--- src/rtl/bus_ctl_pkg.sv ---
// Shared types for the 68000 bus-cycle sequencer: FSM states, decoded regions, counter widths.
// Region priority is fixed here so every user of the decoder selects agrees on it.
package bus_ctl_pkg;

  localparam int WAIT_CNT_W = 4;
  localparam int TMO_CNT_W  = 8;

  typedef enum logic [1:0] {
    ST_IDLE,
    ST_WAIT,
    ST_ACK,
    ST_BERR
  } bus_state_t;

  typedef enum logic [2:0] {
    RGN_ROM,
    RGN_RAM,
    RGN_IO,
    RGN_EXP,
    RGN_UNMAPPED
  } region_t;

  function automatic region_t decode_region(input logic rom_n, input logic ram_n,
                                            input logic io_n, input logic exp_n);
    if (!rom_n)      return RGN_ROM;
    else if (!ram_n) return RGN_RAM;
    else if (!io_n)  return RGN_IO;
    else if (!exp_n) return RGN_EXP;
    else             return RGN_UNMAPPED;
  endfunction

  // Regions whose acknowledge comes from the local wait-state count.
  function automatic logic is_counted(input region_t r);
    return (r == RGN_ROM) || (r == RGN_RAM) || (r == RGN_IO);
  endfunction

endpackage

--- src/rtl/wait_counter.sv ---
// Loadable down-counter for bus wait states; load has priority over enable, stops at zero.
// zero/last are combinational views of the current count (last = one step from zero).
module wait_counter
  import bus_ctl_pkg::*;
(
  input  logic                  clk,
  input  logic                  rst_n,
  input  logic                  load,
  input  logic                  en,
  input  logic [WAIT_CNT_W-1:0] load_val,
  output logic                  zero,
  output logic                  last
);

  logic [WAIT_CNT_W-1:0] count;

  always_ff @(posedge clk or negedge rst_n) begin
    if (!rst_n) begin
      count <= '0;
    end else if (load) begin
      count <= load_val;
    end else if (en && (count != '0)) begin
      count <= count - 1'b1;
    end
  end

  assign zero = (count == '0);
  assign last = (count == WAIT_CNT_W'(1));

endmodule

--- src/rtl/dtack_controller.sv ---
// 68000 bus-cycle sequencer: per-region wait states, DTACK/BERR generation, boot overlay flag.
// DTACK after edge k+1+WS; BERR after edge k+TIMEOUT; strobes release on the edge sampling AS_n high.
module dtack_controller
  import bus_ctl_pkg::*;
#(
  parameter int ROM_WS      = 2,
  parameter int RAM_WS      = 0,
  parameter int IO_WS       = 3,
  parameter int TIMEOUT     = 64,
  parameter int BOOT_CYCLES = 4
) (
  input  logic i_CLK,
  input  logic i_RESET_n,
  input  logic i_AS_n,
  input  logic i_ROMSEL_n,
  input  logic i_RAMSEL_n,
  input  logic i_IOSEL_n,
  input  logic i_EXPSEL_n,
  input  logic i_EXPDTACK_n,
  output logic o_DTACK_n,
  output logic o_BERR_n,
  output logic o_BOOT,
  output logic o_TIMEOUT
);

  localparam int BOOT_W = $clog2(BOOT_CYCLES + 1);
  localparam logic [WAIT_CNT_W-1:0] ROM_WS_V = WAIT_CNT_W'(ROM_WS);
  localparam logic [WAIT_CNT_W-1:0] RAM_WS_V = WAIT_CNT_W'(RAM_WS);
  localparam logic [WAIT_CNT_W-1:0] IO_WS_V  = WAIT_CNT_W'(IO_WS);
  localparam logic [TMO_CNT_W-1:0]  TMO_LAST = TMO_CNT_W'(TIMEOUT - 1);
  localparam logic [BOOT_W-1:0]     BOOT_MAX = BOOT_W'(BOOT_CYCLES);

  bus_state_t state, state_d;
  region_t    region, region_d, req_region;

  logic [WAIT_CNT_W-1:0] req_ws;
  logic [TMO_CNT_W-1:0]  tmo_cnt, tmo_d;
  logic [BOOT_W-1:0]     boot_cnt, boot_d;
  logic                  wc_load, wc_en, wc_zero, wc_last;
  logic                  ack_hit;
  logic                  dtack_d, berr_d;

  assign req_region = decode_region(i_ROMSEL_n, i_RAMSEL_n, i_IOSEL_n, i_EXPSEL_n);

  always_comb begin
    req_ws = '0;
    case (req_region)
      RGN_ROM: req_ws = ROM_WS_V;
      RGN_RAM: req_ws = RAM_WS_V;
      RGN_IO:  req_ws = IO_WS_V;
      default: req_ws = '0;
    endcase
  end

  wait_counter u_wait_counter (
    .clk      (i_CLK),
    .rst_n    (i_RESET_n),
    .load     (wc_load),
    .en       (wc_en),
    .load_val (req_ws),
    .zero     (wc_zero),
    .last     (wc_last)
  );

  always_ff @(posedge i_CLK or negedge i_RESET_n) begin
    if (!i_RESET_n) begin
      state    <= ST_IDLE;
      region   <= RGN_UNMAPPED;
      tmo_cnt  <= '0;
      boot_cnt <= '0;
    end else begin
      state    <= state_d;
      region   <= region_d;
      tmo_cnt  <= tmo_d;
      boot_cnt <= boot_d;
    end
  end

  always_comb begin
    state_d  = state;
    region_d = region;
    tmo_d    = tmo_cnt;
    boot_d   = boot_cnt;
    wc_load  = 1'b0;
    wc_en    = 1'b0;
    ack_hit  = 1'b0;

    case (state)
      ST_IDLE: begin
        if (!i_AS_n) begin
          region_d = req_region;
          wc_load  = 1'b1;
          tmo_d    = '0;
          if (is_counted(req_region) && (req_ws == '0)) state_d = ST_ACK;
          else                                          state_d = ST_WAIT;
        end
      end

      ST_WAIT: begin
        if (i_AS_n) begin
          state_d = ST_IDLE;
        end else begin
          tmo_d = tmo_cnt + 1'b1;
          wc_en = is_counted(region);
          // Counted regions acknowledge on the edge the count reaches zero.
          if (is_counted(region))      ack_hit = wc_last || wc_zero;
          else if (region == RGN_EXP)  ack_hit = !i_EXPDTACK_n;
          if (ack_hit)                 state_d = ST_ACK;
          else if (tmo_d == TMO_LAST)  state_d = ST_BERR;
        end
      end

      ST_ACK: begin
        if (i_AS_n) begin
          state_d = ST_IDLE;
          if ((region == RGN_ROM) && (boot_cnt != BOOT_MAX)) boot_d = boot_cnt + 1'b1;
        end
      end

      ST_BERR: begin
        if (i_AS_n) state_d = ST_IDLE;
      end

      default: state_d = ST_IDLE;
    endcase
  end

  // Strobes are registered from the current state so they drop on the same edge that sees AS_n high.
  assign dtack_d = (state == ST_ACK)  && !i_AS_n;
  assign berr_d  = (state == ST_BERR) && !i_AS_n;

  always_ff @(posedge i_CLK or negedge i_RESET_n) begin
    if (!i_RESET_n) begin
      o_DTACK_n <= 1'b1;
      o_BERR_n  <= 1'b1;
      o_BOOT    <= 1'b0;
      o_TIMEOUT <= 1'b0;
    end else begin
      o_DTACK_n <= !dtack_d;
      o_BERR_n  <= !berr_d;
      o_BOOT    <= o_BOOT || (boot_d == BOOT_MAX);
      o_TIMEOUT <= o_TIMEOUT || berr_d;
    end
  end

endmodule

--- config.mk ---
export PLATFORM = sky130hd
export DESIGN_NAME = dtack_controller
export DESIGN_NICKNAME = d
export VERILOG_FILES = /design/src/rtl/bus_ctl_pkg.sv /design/src/rtl/wait_counter.sv /design/src/rtl/dtack_controller.sv
export SDC_FILE = /design/constraint.sdc
export NUM_CORES = 1
export LEC_CHECK = 0
export BUFFER_PORTS_ARGS = -buffer_cell sky130_fd_sc_hd__buf_2
export CORE_MARGIN = 3
export CORE_UTILIZATION = 62
export DETAILED_ROUTE_END_ITERATION = 7
export HOLD_SLACK_MARGIN = 0.12
export PLACE_DENSITY_LB_ADDON = 0.2
export SKIP_LAST_GASP = 1
export SLEW_MARGIN = 40
export SYNTH_ARGS = -nofsm -noshare
export SYNTH_HDL_FRONTEND = slang
export SYNTH_SLANG_ARGS = --single-unit
--- constraint.sdc ---
create_clock -name i_CLK -period 3.43 [get_ports i_CLK]
set_input_delay 0.8575 -clock i_CLK [delete_from_list [all_inputs] [get_ports i_CLK]]
set_output_delay 0.8575 -clock i_CLK [all_outputs]
set_load 0.005 [all_outputs]
==> out/results.ini <==
[placement]
pre_cts_slack_ns=1.26
gp_congestion=0.849
dpl.hpwl_um=1920
io_buffers=11

[floorplan]
core_sq_um=2020
io_pins=12
die-area_sq_um=2810
initial_core_util=0.676
die_w_um=53.0
rows=16
die_h_um=53.0

[worst_setup_path]
timing.critical_path.from=i_AS_n
reg2reg_depth=6
regToRegStartpoint=u_wait_counter.count[0]
cp.required_ns=3.66
cp_top_family=simple AND/OR/NAND/NOR gates
worstSetupPathType=in2reg
startpoint_type=input pin
arrival_ns=2.05
r2r_end=u_wait_counter.count[1]
slowest_delay_ns=0.39
worstPathMaxFanout=12
r2r_slack_ns=1.67
crit_path_end_kind=flip-flop
cp_cell_sequence=buf_2 -> or2_2 -> nor2_1 -> nor3_1 -> a211oi_1
crit_path_top_delay_cell=or2_2
cp.depth=5
cp-endpoint=u_wait_counter.count[0]
crit_buf_inv=1

[logic_synthesis]
ys_seq_area_frac=0.442
syn_avg_cell_area_sq_um=9.24
synth.top_cells.by_area=dfrtp_1 (38%), ha_1 (6.4%), dfstp_2 (5.8%)
ys_async_sr_fraction=1.00
synthesis.nets=163
ys_ff_latch=24
synth_area_sq_um=1370
ys.flop_type=dfrtp_1
synth.largest_area_cell=dfrtp_1
netlist_instances=148
synth_cell_types=42
synth_edf_count=0
yosys_warnings=0
synth_top_area_frac=0.384

[pwr]
p_leak_nw=0.661
vdd_drop_max_mv=0.380
powerDensity_nw_per_um2=668

[cts]
cts_resized=0
cts.clk_slew.worst_paths_ns=0.13
clockBufferDepth=2
htreeDepth=1
cts.sinks=24
cts_buffers=3
ctsHoldBuffers=0
clock_latency_ns=0.31
cts_tree=built
cts_setup_buffers=0
cts-root-buf=clkbuf_4

[sta]
finalCritPeriodShare=0.530
worstMarginPinSlew_ns=0.526
slew_headroom=0.649
rsz0062_at_grt=no
max_freq_mhz=550
setup_tns_ns=0
setup_violations=0
setup_ws_ns=1.61
min_period_ns=1.82
drv_slew=0
hold_violations=0
skew_ns=0.00477

[drt]
viasPerCell=5.73
ant_nets=0
dr.pass1.iters=4
drtIter0Drc=22
num_vias=1077
routed_wirelength_um=2570
wire_per_inst_um=13.7
drc=0

[grt]
antenna_found_initial=0
track_usage=0.207
grt_max_degree=25
grt_pass1_wl_um=4210
overflow=0
grt_pass1_vias=944

[finish]
nets=177
synthToLayoutAreaGrowth_pct=8.51
drive_gt1_frac=0.161
diodes=0

[hold_path]
hold_path.startpoint=o_BOOT
hold_class=reg2reg

[flow_run]
cap_violations=0

[outcome]
status=finished, final reports clean

==> state kept, by name, indices dropped and copies added (netlist names) <==
register,cells
state,2
u_wait_counter.count,4
region,3
o_DTACK_n,1
tmo_cnt,8
o_TIMEOUT,1
o_BERR_n,1
o_BOOT,1
boot_cnt,3
==> layout by cell type, fill, tap and decap left out, types with 4 or more instances in the layout <==
| master | netlist | routed |
|---|---|---|
| nand4_1 | 4 | 4 |
| nor3_1 | 4 | 4 |
| nand2_1 | 17 | 17 |
| nand3_1 | 6 | 6 |
| dfrtp_1 | 21 | 21 |
| a21oi_1 | 6 | 6 |
| inv_1 | 9 | 9 |
| nor2_1 | 13 | 13 |
| o21ai_0 | 12 | 12 |
| ha_1 | 7 | 7 |
| nand2b_1 | 5 | 5 |
| buf_2 | 1 | 11 |
==> cell type report <==
class,count,area (sq um)
multi-input cells,113,721
flip-flops and latches,24,604
fillers,139,538
repair buffers,11,55.1
clock buffers,4,36.3
inverters,9,33.8
well taps,27,33.8
==> metal layers <==
metal  GRT usage  up-vias  routed length [um]
met4      0.0894        0                  45
met2       0.324       22                1200
met3      0.0254        6                  86
li1            -      548                   -
met5           0        -                   0
met1       0.288      501                1240
==> kinds of logic (layout without fill, tap and decap cells) <==
logic type,count (synthesis),count (layout),share of synthesized area
compound gates,34,34,0.156
mux,5,5,0.0412
flops,24,24,0.442
fa+ha+maj,7,7,0.0640
buf+inv,11,24,0.0311
simple gates,64,64,0.247
xor+xnor,3,3,0.0192
==> through the flow <==
step	total power, W	area (sq um)	utilization	hold slack [ns]	std cells
floorplan	0.000738	1370	-	0.451	148
global placement	0.000818	1450	0.716	0.439	184
detailed placement	0.000847	1450	0.716	0.443	184
CTS	0.000995	1480	0.734	0.473	188
global route	0.00107	1480	0.734	0.505	188
finish	0.000991	1480	0.734	0.469	188
==> where the power goes <==
group	switching, W	internal [W]	total, W
clock network	0.0000850	0.0000649	0.000150
registers	0.000118	0.000373	0.000491
logic	0.000182	0.000168	0.000349
total	0.000385	0.000606	0.000991
==> synthesized netlist by cell type, types with 2 or more instances <==
library cell	number
a21oi_1	6
a21o_1	2
ha_1	7
o21a_1	2
nand3_1	6
xor2_1	2
mux2i_1	3
dfrtp_1	21
or2_2	2
a31oi_1	3
inv_1	9
nor2b_1	2
nand2b_1	5
dfstp_2	3
nand2_1	17
nand3b_1	3
nand4_1	4
nor3_1	4
nor2_1	13
o21ai_0	12
==> worst min path at each step <==
stage	endpoint	slack (ns)	depth (start not counted)
2_1_floorplan	o_BOOT	0.45	1
3_3_place_gp	o_BOOT	0.44	1
3_5_place_dp	o_BOOT	0.44	1
4_1_cts	o_BOOT	0.47	1
5_1_grt	o_BOOT	0.51	1
6_report	o_BOOT	0.47	1
No activity file was read; power rests on OpenSTA's default activity.
